`config.mk`:
```
export PLATFORM = sky130hd
export DESIGN_NAME = fixed_accum
export DESIGN_NICKNAME = d
export VERILOG_FILES = /design/src/rtl/fixed_accum_pkg.sv /design/src/rtl/sat_add.sv /design/src/rtl/fixed_accum.sv
export SDC_FILE = /design/constraint.sdc
export NUM_CORES = 1
export LEC_CHECK = 0
export BUFFER_PORTS_ARGS = -buffer_cell sky130_fd_sc_hd__buf_2
export CAP_MARGIN = 10
export CORE_ASPECT_RATIO = 1.4
export CORE_MARGIN = 2
export CORE_UTILIZATION = 45
export DETAILED_ROUTE_END_ITERATION = 6
export GPL_TIMING_DRIVEN = 1
export PLACE_DENSITY = 0.7
export SLEW_MARGIN = 20
export SYNTH_ARGS = -nofsm -noshare
export SYNTH_HDL_FRONTEND = slang
export SYNTH_HIERARCHICAL = 1
export SYNTH_SLANG_ARGS = --single-unit
```
`constraint.sdc`:
```
create_clock -name clk -period 4.74 [get_ports clk]
set_input_delay 0.237 -clock clk [delete_from_list [all_inputs] [get_ports clk]]
set_output_delay 0.237 -clock clk [all_outputs]
set_load 0.005 [all_outputs]
```
`src/rtl/fixed_accum_pkg.sv`:
```
// Shared fixed-point definitions: default widths and the accumulator state encoding.
package fixed_accum_pkg;

  localparam int unsigned DATA_W_DEF = 44;
  localparam int unsigned ACC_W_DEF  = 48;
  localparam int unsigned CNT_W_DEF  = 10;

  typedef enum logic [1:0] {
    IDLE  = 2'd0,
    ACCUM = 2'd1,
    HOLD  = 2'd2
  } state_e;

endpackage

```
`src/rtl/sat_add.sv`:
```
// Combinational signed add of an ACC_W accumulator and an (ACC_W+1)-bit operand,
// clamped to the ACC_W signed range with an overflow flag.
module sat_add #(
  parameter int unsigned ACC_W = 48
) (
  input  logic signed [ACC_W-1:0] a,
  input  logic signed [ACC_W:0]   b,
  output logic signed [ACC_W-1:0] sum_c,
  output logic                    ovf_c
);

  localparam int unsigned SUM_W = ACC_W + 2;

  logic signed [SUM_W-1:0] full_c;
  logic [2:0]              top_c;

  assign full_c = SUM_W'(a) + SUM_W'(b);
  assign top_c  = full_c[SUM_W-1:ACC_W-1];

  // The result fits only when the sign bit and both guard bits agree.
  always_comb begin
    sum_c = full_c[ACC_W-1:0];
    ovf_c = 1'b0;
    if (!((&top_c) || (~|top_c))) begin
      ovf_c = 1'b1;
      sum_c = full_c[SUM_W-1] ? {1'b1, {(ACC_W-1){1'b0}}}
                              : {1'b0, {(ACC_W-1){1'b1}}};
    end
  end

endmodule

```
`src/rtl/fixed_accum.sv`:
```
// Saturating accumulator: sums len signed fixed-point beats and holds the result
// until the consumer takes it.
module fixed_accum
  import fixed_accum_pkg::*;
#(
  parameter int unsigned DATA_W = DATA_W_DEF,
  parameter int unsigned ACC_W  = ACC_W_DEF,
  parameter int unsigned CNT_W  = CNT_W_DEF
) (
  input  logic              clk,
  input  logic              reset,
  input  logic              start,
  input  logic [CNT_W-1:0]  len,
  input  logic              abort,
  input  logic              in_valid,
  output logic              in_ready,
  input  logic [DATA_W-1:0] in_data,
  output logic              out_valid,
  input  logic              out_ready,
  output logic [ACC_W-1:0]  out_data,
  output logic              out_ovf
);

  state_e                  state_q, state_d;
  logic signed [ACC_W-1:0] acc_q, acc_d;
  logic [CNT_W-1:0]        cnt_q, cnt_d;
  logic                    ovf_q, ovf_d;
  logic                    in_ready_q, in_ready_d;
  logic                    out_valid_q, out_valid_d;

  logic signed [ACC_W:0]   ext_data_c;
  logic signed [ACC_W-1:0] sum_c;
  logic                    sat_c;

  assign ext_data_c = (ACC_W+1)'($signed(in_data));

  sat_add #(.ACC_W(ACC_W)) u_sat_add (
    .a     (acc_q),
    .b     (ext_data_c),
    .sum_c (sum_c),
    .ovf_c (sat_c)
  );

  always_ff @(posedge clk or posedge reset) begin
    if (reset) begin
      state_q     <= IDLE;
      acc_q       <= '0;
      cnt_q       <= '0;
      ovf_q       <= 1'b0;
      in_ready_q  <= 1'b0;
      out_valid_q <= 1'b0;
    end else begin
      state_q     <= state_d;
      acc_q       <= acc_d;
      cnt_q       <= cnt_d;
      ovf_q       <= ovf_d;
      in_ready_q  <= in_ready_d;
      out_valid_q <= out_valid_d;
    end
  end

  // Abort wins over everything; the handshake flags follow the next state.
  always_comb begin
    state_d = state_q;
    acc_d   = acc_q;
    cnt_d   = cnt_q;
    ovf_d   = ovf_q;
    if (abort) begin
      state_d = IDLE;
      acc_d   = '0;
      cnt_d   = '0;
      ovf_d   = 1'b0;
    end else begin
      unique case (state_q)
        IDLE: begin
          if (start) begin
            acc_d   = '0;
            ovf_d   = 1'b0;
            cnt_d   = len;
            state_d = (len == '0) ? HOLD : ACCUM;
          end
        end
        ACCUM: begin
          if (in_valid && in_ready_q) begin
            acc_d = sum_c;
            ovf_d = ovf_q | sat_c;
            cnt_d = cnt_q - CNT_W'(1);
            if (cnt_q == CNT_W'(1)) state_d = HOLD;
          end
        end
        HOLD: begin
          if (out_ready) begin
            state_d = IDLE;
            acc_d   = '0;
            ovf_d   = 1'b0;
          end
        end
        default: state_d = IDLE;
      endcase
    end
    in_ready_d  = (state_d == ACCUM);
    out_valid_d = (state_d == HOLD);
  end

  assign in_ready  = in_ready_q;
  assign out_valid = out_valid_q;
  assign out_data  = acc_q;
  assign out_ovf   = ovf_q;

endmodule
```
-- Word level (Yosys, flattened, before mapping)
Cells that the tools add are included.
- flip-flop bits (word level): 63
- bits of input ports: 60
- output and inout bits: 51
- add/sub/neg operators: 2
- equality and inequality tests: 8
- multiplexer cells: 24
- bitwise operators: 1
- reductions and logical operators: 11
- operator list (operator ; number):
    two-way mux 48 bit ; 6
    one-hot mux 48 bit (3 select lines) ; 1
    adder 48 x 44 -> 49 bit ; 1
    two-way mux 10 bit ; 3
    one-hot mux 10 bit (2 select lines) ; 1
    two-way mux 2 bit ; 6
    equality test 10 x 1 -> 1 bit, second input constant ; 1
    zero test 10 bit ; 1
    subtractor 10 x 1 -> 10 bit, second input constant ; 1
    inequality test 3 bit, second input constant ; 3
    one-hot mux 2 bit (3 select lines) ; 1
    AND reduction 3 bit ; 2
    two-way mux 1 bit ; 5
    equality test 2 x 1 -> 1 bit, second input constant ; 2
    equality test 2 bit, second input constant ; 2
    AND reduction 4 bit ; 1
    nonzero test 4 bit ; 1
    one-hot mux 1 bit (3 select lines) ; 1
    nonzero test 3 bit ; 1
    OR reduction 3 bit ; 1
    zero test 2 bit ; 1
    logical AND 1 bit ; 1
    zero test 1 bit ; 1
    logical OR 1 bit ; 1
    bitwise OR 1 bit ; 1

-- Longest topological paths before layout
Gate-level depths: netlist of run 1.
- depth in word-level cells: 9
- mapped depth: 15
- gate-level depth less buffers: 14

-- By module
The synthesis of run 1 kept the hierarchy.
- modules (own cells, without submodules) (module ; times used ; cells each ; area each (um2)):
    sat_add ; 1 ; 456 ; 3239.4
    fixed_accum ; 1 ; 220 ; 2643.8

-- Worst setup path after synthesis of run 1
No wires, ideal clock.
- kind: flip-flop to flip-flop
- start: register acc_q[0], in the netlist out_data[0]
- end: register acc_q[44], in the netlist out_data[44]
- library setup time: 0.066 ns
- arrival: 3.249 ns
- data required time: 4.674 ns
- slack: 1.425 ns
- cell stages (with the launch flop): 15
- period minus slack after synthesis: 3.315 ns
- cell sequence: dfrtp_1 ha_1 fa_1 a21o_1 o21ai_2 a31oi_1 a211o_1 a21oi_2 o221ai_2 a41oi_2 xnor2_2 a21boi_2 buf_6 o41ai_1 a22o_1
- longest elaborated chain between the ends: 8
- RTL lines (element ; line ; source):
    start, declared ; fixed_accum.sv:25 ; logic signed [ACC_W-1:0] acc_q, acc_d;
    start signal, assigned ; fixed_accum.sv:47 ; acc_q <= '0;
    start signal, assigned ; fixed_accum.sv:54 ; acc_q <= acc_d;
    adder 48 x 44 -> 49 bit (*) ; sat_add.sv:17 ; assign full_c = SUM_W'(a) + SUM_W'(b);
    OR reduction 3 bit ; sat_add.sv:24 ; if (!((&top_c) || (~|top_c))) begin
    zero test 1 bit ; sat_add.sv:24 ;
    logical OR 1 bit ; sat_add.sv:24 ;
    two-way mux 48 bit (*) ; sat_add.sv:24 ;
    named net sum_c[44] ; fixed_accum.sv:32 ; logic signed [ACC_W-1:0] sum_c;
    two-way mux 48 bit (*) ; fixed_accum.sv:84 ; if (in_valid && in_ready_q) begin
    one-hot mux 48 bit (3 select lines) (*) ; fixed_accum.sv:74 ; unique case (state_q)
    two-way mux 48 bit (*) ; fixed_accum.sv:68 ; if (abort) begin
The timed path passes the listed nets; every way through them passes the cells marked *. The select of a mux whose other input is x is not followed.
A chain may end at the register's enable or synchronous reset.

-- Final worst setup path of run 1
- start: register acc_q[0], in the netlist out_data[0]
- end: register acc_q[10], in the netlist out_data[10]
The elaborated chain is that of the path after synthesis.

==> summary.txt, run 1 <==
Floorplanning
  – Die height: 139 um
  – Starting Density: between 40% and 50%
  – CORE AREA: 12,800 sq um
  – Ports: about 110
  – Std-Cell Rows: roughly 50
  – Die area: 14,000 sq um
  – Die Wd: 101 um

Detailed routing
  – Met1 WL: 6.52 mm
  – DRT iter0 DRCs: around 280
  – Wire length on met3: about 820 um
  – Post-DRT Antenna Nets: 0
  – DRT Wirelength: 16.3 mm
  – Wire length on met2: 8.66 mm
  – DRT Pass-1 Iters: 5
  – Highest routed layer: met4
  – DRC Markers: 0
  – Routed length per instance: 17.7 um
  – Routed vias/inst: 6.17
  – Via count: 5,693

Synth
  – Compound-cell area share of the yosys netlist: 35.2%
  – Post-Syn Area per Cell: between 8 and 9 sq um
  – Sequential share of the synthesized area: 26.8%
  – Cell area after synthesis: between 5000 and 6000 sq um
  – Number of flops mapped to enable cells by yosys: 0
  – Post-Synth Simple-Gate Area: 14.2%
  – Ys async rst share: 100%
  – Yosys Warn Count: 6
  – Gate Count Post-Synth: between 600 and 700
  – #FFs+latches synth: 63
  – XOR/XNOR Fraction of Synth Area: 6.98%
  – Mux contribution to synthesized area: 0.170%
  – Syn_nets: 788
  – Main combinational cell family by area after synthesis: compound AO/OA/AOI/OAI gates
  – Adder-cell share of the synthesized area: 11.2%
  – Unique masters post-synth: 71
  – Post-synth top flop: dfrtp_1

STA
  – Final Cycle Share: ~86%
  – Final worst path period need: a little over 4 ns
  – Max-slew violations: 0
  – Final Hold Vio Count: 0
  – Slew @ Worst Pin: 0.801 ns
  – Worst slew margin: 46.6%
  – Final setup violation count: 0
  – Unrepaired setup endpoints after global routing: false
  – Top achievable clock speed: 0.245 GHz
  – Clock Skews: 0.00671 ns
  – Setup TNS: 0 ns

Hold path
  – Worst Hold Class: in2async

Clock network
  – CTS tree: built
  – H-tree Lvls: 3
  – Clock sink total: 63
  – Insertion delay to the later sink of the worst-skew pair: roughly 0.34 ns
  – CTS Hold Buffers Added: 0
  – Clock transition at path regs: ~0.060 ns
  – CTS-repair resized insts: 0
  – Clk root buf: clkbuf_16
  – CTS Buf Count: 9
  – Clock tree buffer depth: 2
  – Total setup buffers inserted after CTS: 0

Layout
  – Commonest non-fill, non-tap cell in the layout: buf_2
  – Most frequent cells in the layout: buf_2 (110), dfrtp_1 (63), a21oi_1 (62), ha_1 (51), o21ai_0 (50)
  – N_diodes: 0
  – Final net count: slightly below 900
  – Layout cell share with drive strength beyond 1: 23.9%
  – Area Overhead vs Synth: 14.7%
  – Non-filler cells, final: 922
  – Final core utilization: 52.7%

Critical path
  – Crit. Startpoint: out_data[0]
  – CP Class: reg2reg
  – Critical Path End Type: flip-flop
  – R2R Path End: out_data[10]
  – CP Max Fanout: 36
  – CP Data Required Time: 4.96 ns
  – Cells on worst reg2reg path: 14
  – Worst Path Arrival: between 4 and 5 ns
  – Worst flop-to-flop path startpoint: out_data[0]
  – Worst setup path endpoint: out_data[10]
  – Type of origin of the critical path: flip-flop
  – FF-to-FF setup slack: 0.65 ns

Flow run
  – Max-Cap Viols: 0

Placement
  – Dpl cells: 906
  – RD Place Congestion: 0.909
  – DPL Wire Length: approximately 12 mm
  – Port buffer count: 110

GRT
  – Total global-route track usage: about a quarter
  – Vias in the first global route: between 5,000 and 6,000
  – First-pass GRT wire length: 27.1 mm
  – Largest net degree at the start of global routing: 64
  – Grt ovf: 0
  – Initial antenna violation count: 0

Run status
  – Status: complete, no violations

Pwr
  – Maximum vdd drop: ~160 uV
  – P per Cell Area: around 240 nW/um^2
  – Final Power: 1640 uW
  – P_leak: 0.00331 uW
-- per-layer routing --
layer / track usage [%] / vias up
met5: 0 / -
met4: 8.72 / 0
met3: 3.01 / 27
met2: 42.8 / 197
met1: 27.8 / 2717
li1: - / 2752
-- registers in the layout (all words and copies together) (netlist names) --
register,flops
cnt_q,10
in_ready,1
out_data,48
out_ovf,1
out_valid,1
state_q,2
-- cells in the mapped netlist, drive strengths merged (2+ instances only) --
cell | instances | area (sq um)
o21ai | 85 | 546
a21oi | 67 | 354
dfrtp | 63 | 1580
ha | 51 | 638
a22o | 48 | 420
nand2 | 46 | 173
nor2 | 37 | 139
buf | 24 | 209
xnor2 | 24 | 218
xor2 | 22 | 193
a21o | 18 | 135
clkbuf | 15 | 58.8
inv | 14 | 52.6
nand4 | 13 | 81.3
nor3 | 13 | 70.1
nand3 | 12 | 60.1
a31oi | 10 | 62.6
nand2b | 9 | 56.3
nor2b | 8 | 50.1
nor4 | 8 | 50.1
o211ai | 7 | 52.6
o22ai | 7 | 43.8
and3 | 6 | 37.5
o21bai | 6 | 48.8
a211oi | 5 | 37.5
o21a | 5 | 37.5
o2bb2ai | 5 | 43.8
a2111oi | 4 | 36.3
and2 | 4 | 25.0
a41oi | 3 | 33.8
a211o | 2 | 17.5
a221oi | 2 | 23.8
a22oi | 2 | 15.0
nand3b | 2 | 15.0
o221ai | 2 | 23.8
o31ai | 2 | 15.0
o32ai | 2 | 17.5
o41ai | 2 | 17.5
or2 | 2 | 12.5
or3 | 2 | 12.5
or4 | 2 | 18.8
or4b | 2 | 20.0
-- how the worst min path moves through the flow --
stage	start	to	slack, ns
after floorplan	len[2]	cnt_q[2]	0.42
after global placement	cnt_q[8]	cnt_q[8]	0.47
after detailed placement	cnt_q[8]	cnt_q[8]	0.49
after CTS	reset	out_data[20]	0.17
after global routing	reset	out_data[21]	0.22
final	reset	out_data[20]	0.13
-- power by group --
part / total, uW / switching [uW] / leakage (uW) / internal, uW
registers: 573 / 19.9 / 0.000871 / 553
clock network: 672 / 266 / 0.000134 / 406
logic: 398 / 244 / 0.00230 / 154
-- metrics by stage --
step                hold slack [ns]  worst slack [ns]  cell area, sq um
floorplan                     0.425              1.43              5880
detailed placement            0.486             0.691              6450
global placement              0.474             0.809              6450
global route                  0.220             0.372              6750
finish                        0.126             0.654              6750
CTS                           0.171             0.656              6750
-- worst max-delay path: stages (launching register included) --
cell and delay, ns:
dfrtp_1 0.39, ha_1 0.25, fa_1 0.41, a21o_1 0.20, o21ai_2 0.13, a31oi_1 0.19
a211o_1 0.40, a21oi_2 0.21, o221ai_2 0.16, a41oi_2 0.28, xnor2_2 0.14, a21boi_4 0.53
buf_12 0.30, o21ai_0 0.14, a22o_1 0.21
-- cell families after synthesis --
logic type / after synthesis
AO/OA/AOI/OAI: 293
XOR/XNOR: 46
adder cells (fa/ha/maj): 52
buffers and inverters: 53
flip-flops: 63
multiplexers: 1
AND/OR/NAND/NOR: 168
-- area by class of cell --
type                       instances  area, sq um
multi-input combinational        560         4020
sequential                        63         1580
timing repair buffer             116          608
clock buffer                       9          225
tap                              153          191
inverter                          14         52.6
clock inverter                     7         73.8
fill                            1229         6060
Note: power is estimated with default switching activity, not from simulation.
==> run 2: changes to the inputs <==
--- a/config.mk
+++ b/config.mk
@@ -7,12 +7,14 @@
 export LEC_CHECK = 0
 export BUFFER_PORTS_ARGS = -buffer_cell sky130_fd_sc_hd__buf_2
 export CAP_MARGIN = 10
+export CELL_PAD_IN_SITES_DETAIL_PLACEMENT = 0
+export CELL_PAD_IN_SITES_GLOBAL_PLACEMENT = 1
 export CORE_ASPECT_RATIO = 1.4
 export CORE_MARGIN = 2
-export CORE_UTILIZATION = 45
+export CORE_UTILIZATION = 43
 export DETAILED_ROUTE_END_ITERATION = 6
 export GPL_TIMING_DRIVEN = 1
-export PLACE_DENSITY = 0.7
+export PLACE_DENSITY = 0.85
 export SLEW_MARGIN = 20
 export SYNTH_ARGS = -nofsm -noshare
 export SYNTH_HDL_FRONTEND = slang
==> run 2 against run 1 <==
- global-route usage is 0.12 points lower
- first-iteration DRC count shrank 13%
- critical path depth is the same
==> summary.txt, run 2 (same netlist as run 1, synthesis figures left out) <==
Detailed routing
  – Routed length per instance: 18.0 um (was 17.7 um)
  – DRC Markers: 0 (unchanged)
  – Post-DRT Antenna Nets: 0 (unchanged)
  – Via count: 5,708 (was 5,693)
  – DRT Pass-1 Iters: 5 (unchanged)
  – DRT iter0 DRCs: 246 (was 284)
  – Routed vias/inst: 5.99 (was 6.17)
  – DRT Wirelength: 17.1 mm (was 16.3 mm)

Critical path
  – CP Class: reg2reg (unchanged)
  – FF-to-FF setup slack: 0.72 ns (was 0.65 ns)
  – Worst setup path endpoint: out_data[16] (was out_data[10])
  – R2R Path End: out_data[16] (was out_data[10])
  – Crit. Startpoint: out_data[0] (unchanged)
  – CP Max Fanout: 27 (was 36)
  – Critical Path End Type: flip-flop (unchanged)
  – Worst Path Arrival: 4.24 ns (was 4.31 ns)
  – Worst flop-to-flop path startpoint: out_data[0] (unchanged)
  – Cells on worst reg2reg path: 14 (unchanged)
  – CP Data Required Time: 4.96 ns (about the same)
  – Type of origin of the critical path: flip-flop (unchanged)

Floorplanning
  – Die height: 142 um (was 139 um)
  – Die Wd: 103 um (was 101 um)
  – Starting Density: 43.9% (was 45.9%)
  – Ports: 111 (unchanged)
  – Std-Cell Rows: 50 (was 49)
  – CORE AREA: 13,400 sq um (was 12,800 sq um)
  – Die area: 14,600 sq um (was 14,000 sq um)

GRT
  – Vias in the first global route: 5,633 (was 5,702)
  – Met3 Track Usage GR: 3.00% (was 3.01%)
  – Total global-route track usage: 23.5% (was 23.6%)
  – GR Layer Usage met2: 43.0% (was 42.8%)
  – Grt ovf: 0 (unchanged)
  – GR Util met1: 28.0% (was 27.8%)
  – Most Crowded Layer GR: met2 (unchanged)
  – Largest net degree at the start of global routing: 64 (unchanged)
  – First-pass GRT wire length: 27.5 mm (was 27.1 mm)
  – Initial antenna violation count: 0 (unchanged)

Clock network
  – CTS Hold Buffers Added: 0 (unchanged)
  – H-tree Lvls: 3 (unchanged)
  – Clock sink total: 63 (unchanged)
  – Clock tree buffer depth: 2 (unchanged)
  – Insertion delay to the later sink of the worst-skew pair: 0.34 ns (about the same)
  – CTS tree: built (unchanged)
  – Clk root buf: clkbuf_16 (unchanged)
  – CTS Buf Count: 9 (unchanged)
  – Total setup buffers inserted after CTS: 0 (unchanged)
  – Clock transition at path regs: 0.06 ns (about the same)
  – CTS-repair resized insts: 0 (unchanged)

Placement
  – DPL Wire Length: 12.7 mm (was 12.2 mm)
  – RD Place Congestion: 0.895 (was 0.909)
  – Port buffer count: 110 (unchanged)
  – Dpl cells: 937 (was 906)

Layout
  – Final core utilization: 51.1% (was 52.7%)
  – Reg area: 1580 sq um (unchanged)
  – Commonest non-fill, non-tap cell in the layout: buf_2 (unchanged)
  – Max FFs per register: 48 (unchanged)
  – Layout cell share with drive strength beyond 1: 24.0% (was 23.9%)
  – Non-filler cells, final: 953 (was 922)
  – Area Overhead vs Synth: 16.2% (was 14.7%)
  – Final net count: 878 (was 876)
  – Fillers: 1,338 (was 1,229)
  – Most frequent cells in the layout: buf_2 (110), dfrtp_1 (63), a21oi_1 (62), ha_1 (51), o21ai_0 (50) (unchanged)
  – Footprint of the multi-input gates: 4020 sq um (unchanged)
  – N_diodes: 0 (unchanged)

STA
  – Worst slew margin: 43.3% (was 46.6%)
  – Final setup violation count: 0 (unchanged)
  – Final worst path period need: 4.02 ns (was 4.09 ns)
  – Top achievable clock speed: 0.249 GHz (was 0.245 GHz)
  – Final Hold Vio Count: 0 (unchanged)
  – Max-slew violations: 0 (unchanged)
  – Slew @ Worst Pin: 0.851 ns (was 0.801 ns)
  – Final Cycle Share: 84.8% (was 86.2%)
  – Clock Skews: 0.00780 ns (was 0.00671 ns)
  – Unrepaired setup endpoints after global routing: false (unchanged)
  – Setup TNS: 0 ns (unchanged)

Pwr
  – P_sw: 532 uW (was 530 uW)
  – Maximum vdd drop: 201 uV (was 161 uV)
  – Clock share of power: 44.9% (was 40.9%)
  – Final Power: 1770 uW (was 1640 uW)
  – Reg power frac: 32.5% (was 34.9%)
  – P per Cell Area: 259 nW/um^2 (was 243 nW/um^2)
  – P_leak: 0.00334 uW (was 0.00331 uW)
  – Switching share of power: 30.1% (was 32.2%)
  – Pint: 1240 uW (was 1110 uW)
  – Combinational group share of total power: 22.7% (was 24.2%)

Hold path
  – Worst Hold Class: in2async (unchanged)

Run status
  – Status: complete, no violations (unchanged)

Flow run
  – Max-Cap Viols: 0 (unchanged)
## run 2: cell count changes in the layout (fill, tap and decap cells not counted)
cell | before | now
clkbuf_8 | 0 | 1
clkinv_4 | 1 | 0
clkbuf_1 | 0 | 1
clkinv_2 | 1 | 0
clkinvlp_4 | 4 | 2
bufinv_16 | 1 | 3
buf_4 | 5 | 8
buf_12 | 1 | 0
## run 2: routing by layer
metal / routed length, um / part of all wire, %
met2: 9030 / 53
met5: 0 / 0
met1: 7120 / 42
met3: 676 / 3.9
met4: 316 / 1.8
## run 2: worst min-delay path by stage
| stage | slack (ns) | end | startpoint | cells past startpoint |
|---|---|---|---|---|
| final | 0.16 | out_data[12] | reset | 3 |
| after global routing | 0.23 | cnt_q[2] | len[2] | 3 |
| after CTS | 0.19 | out_data[12] | reset | 3 |
| after detailed placement | 0.48 | cnt_q[8] | cnt_q[8] | 1 |
| after global placement | 0.48 | cnt_q[8] | cnt_q[8] | 1 |
| after floorplan | 0.42 | cnt_q[2] | len[2] | 2 |
## run 2: power groups by stage
stage / clock, uW / combinational [uW] / sequential, uW
4_1_cts: 810 / 401 / 573
6_report: 793 / 401 / 574
5_1_grt: 830 / 442 / 576
3_3_place_gp: 0 / 393 / 582
2_1_floorplan: 0 / 308 / 576
3_5_place_dp: 0 / 399 / 583
## run 2: per-stage QoR
stage	setup WS, ns	hold WS, ns	instance area, sq um
after floorplan	1.43	0.425	5880
after global placement	0.858	0.477	6490
after detailed placement	0.798	0.479	6490
after CTS	0.761	0.193	6840
after global routing	0.536	0.226	6840
final	0.723	0.161	6840
## run 2: worst max-delay path, stage by stage, from the launching register on
cell,delay (ns)
dfrtp_1,0.39
ha_1,0.24
fa_1,0.41
a21o_1,0.20
o21ai_2,0.14
a31oi_1,0.19
a211o_1,0.41
a21oi_2,0.22
o221ai_2,0.18
a41oi_2,0.28
xnor2_2,0.13
o21bai_4,0.16
buf_4,0.41
o21ai_0,0.27
a22o_1,0.25
## run 2: area by class of cell
type,count,share of cell area (%)
Timing Repair Buffer,118,8.93
Sequential cell,63,23.1
Multi-Input combinational cell,560,58.8
Clock inverter,5,1.54
Inverter,14,0.769
Clock buffer,11,3.55
Tap cell,182,3.33
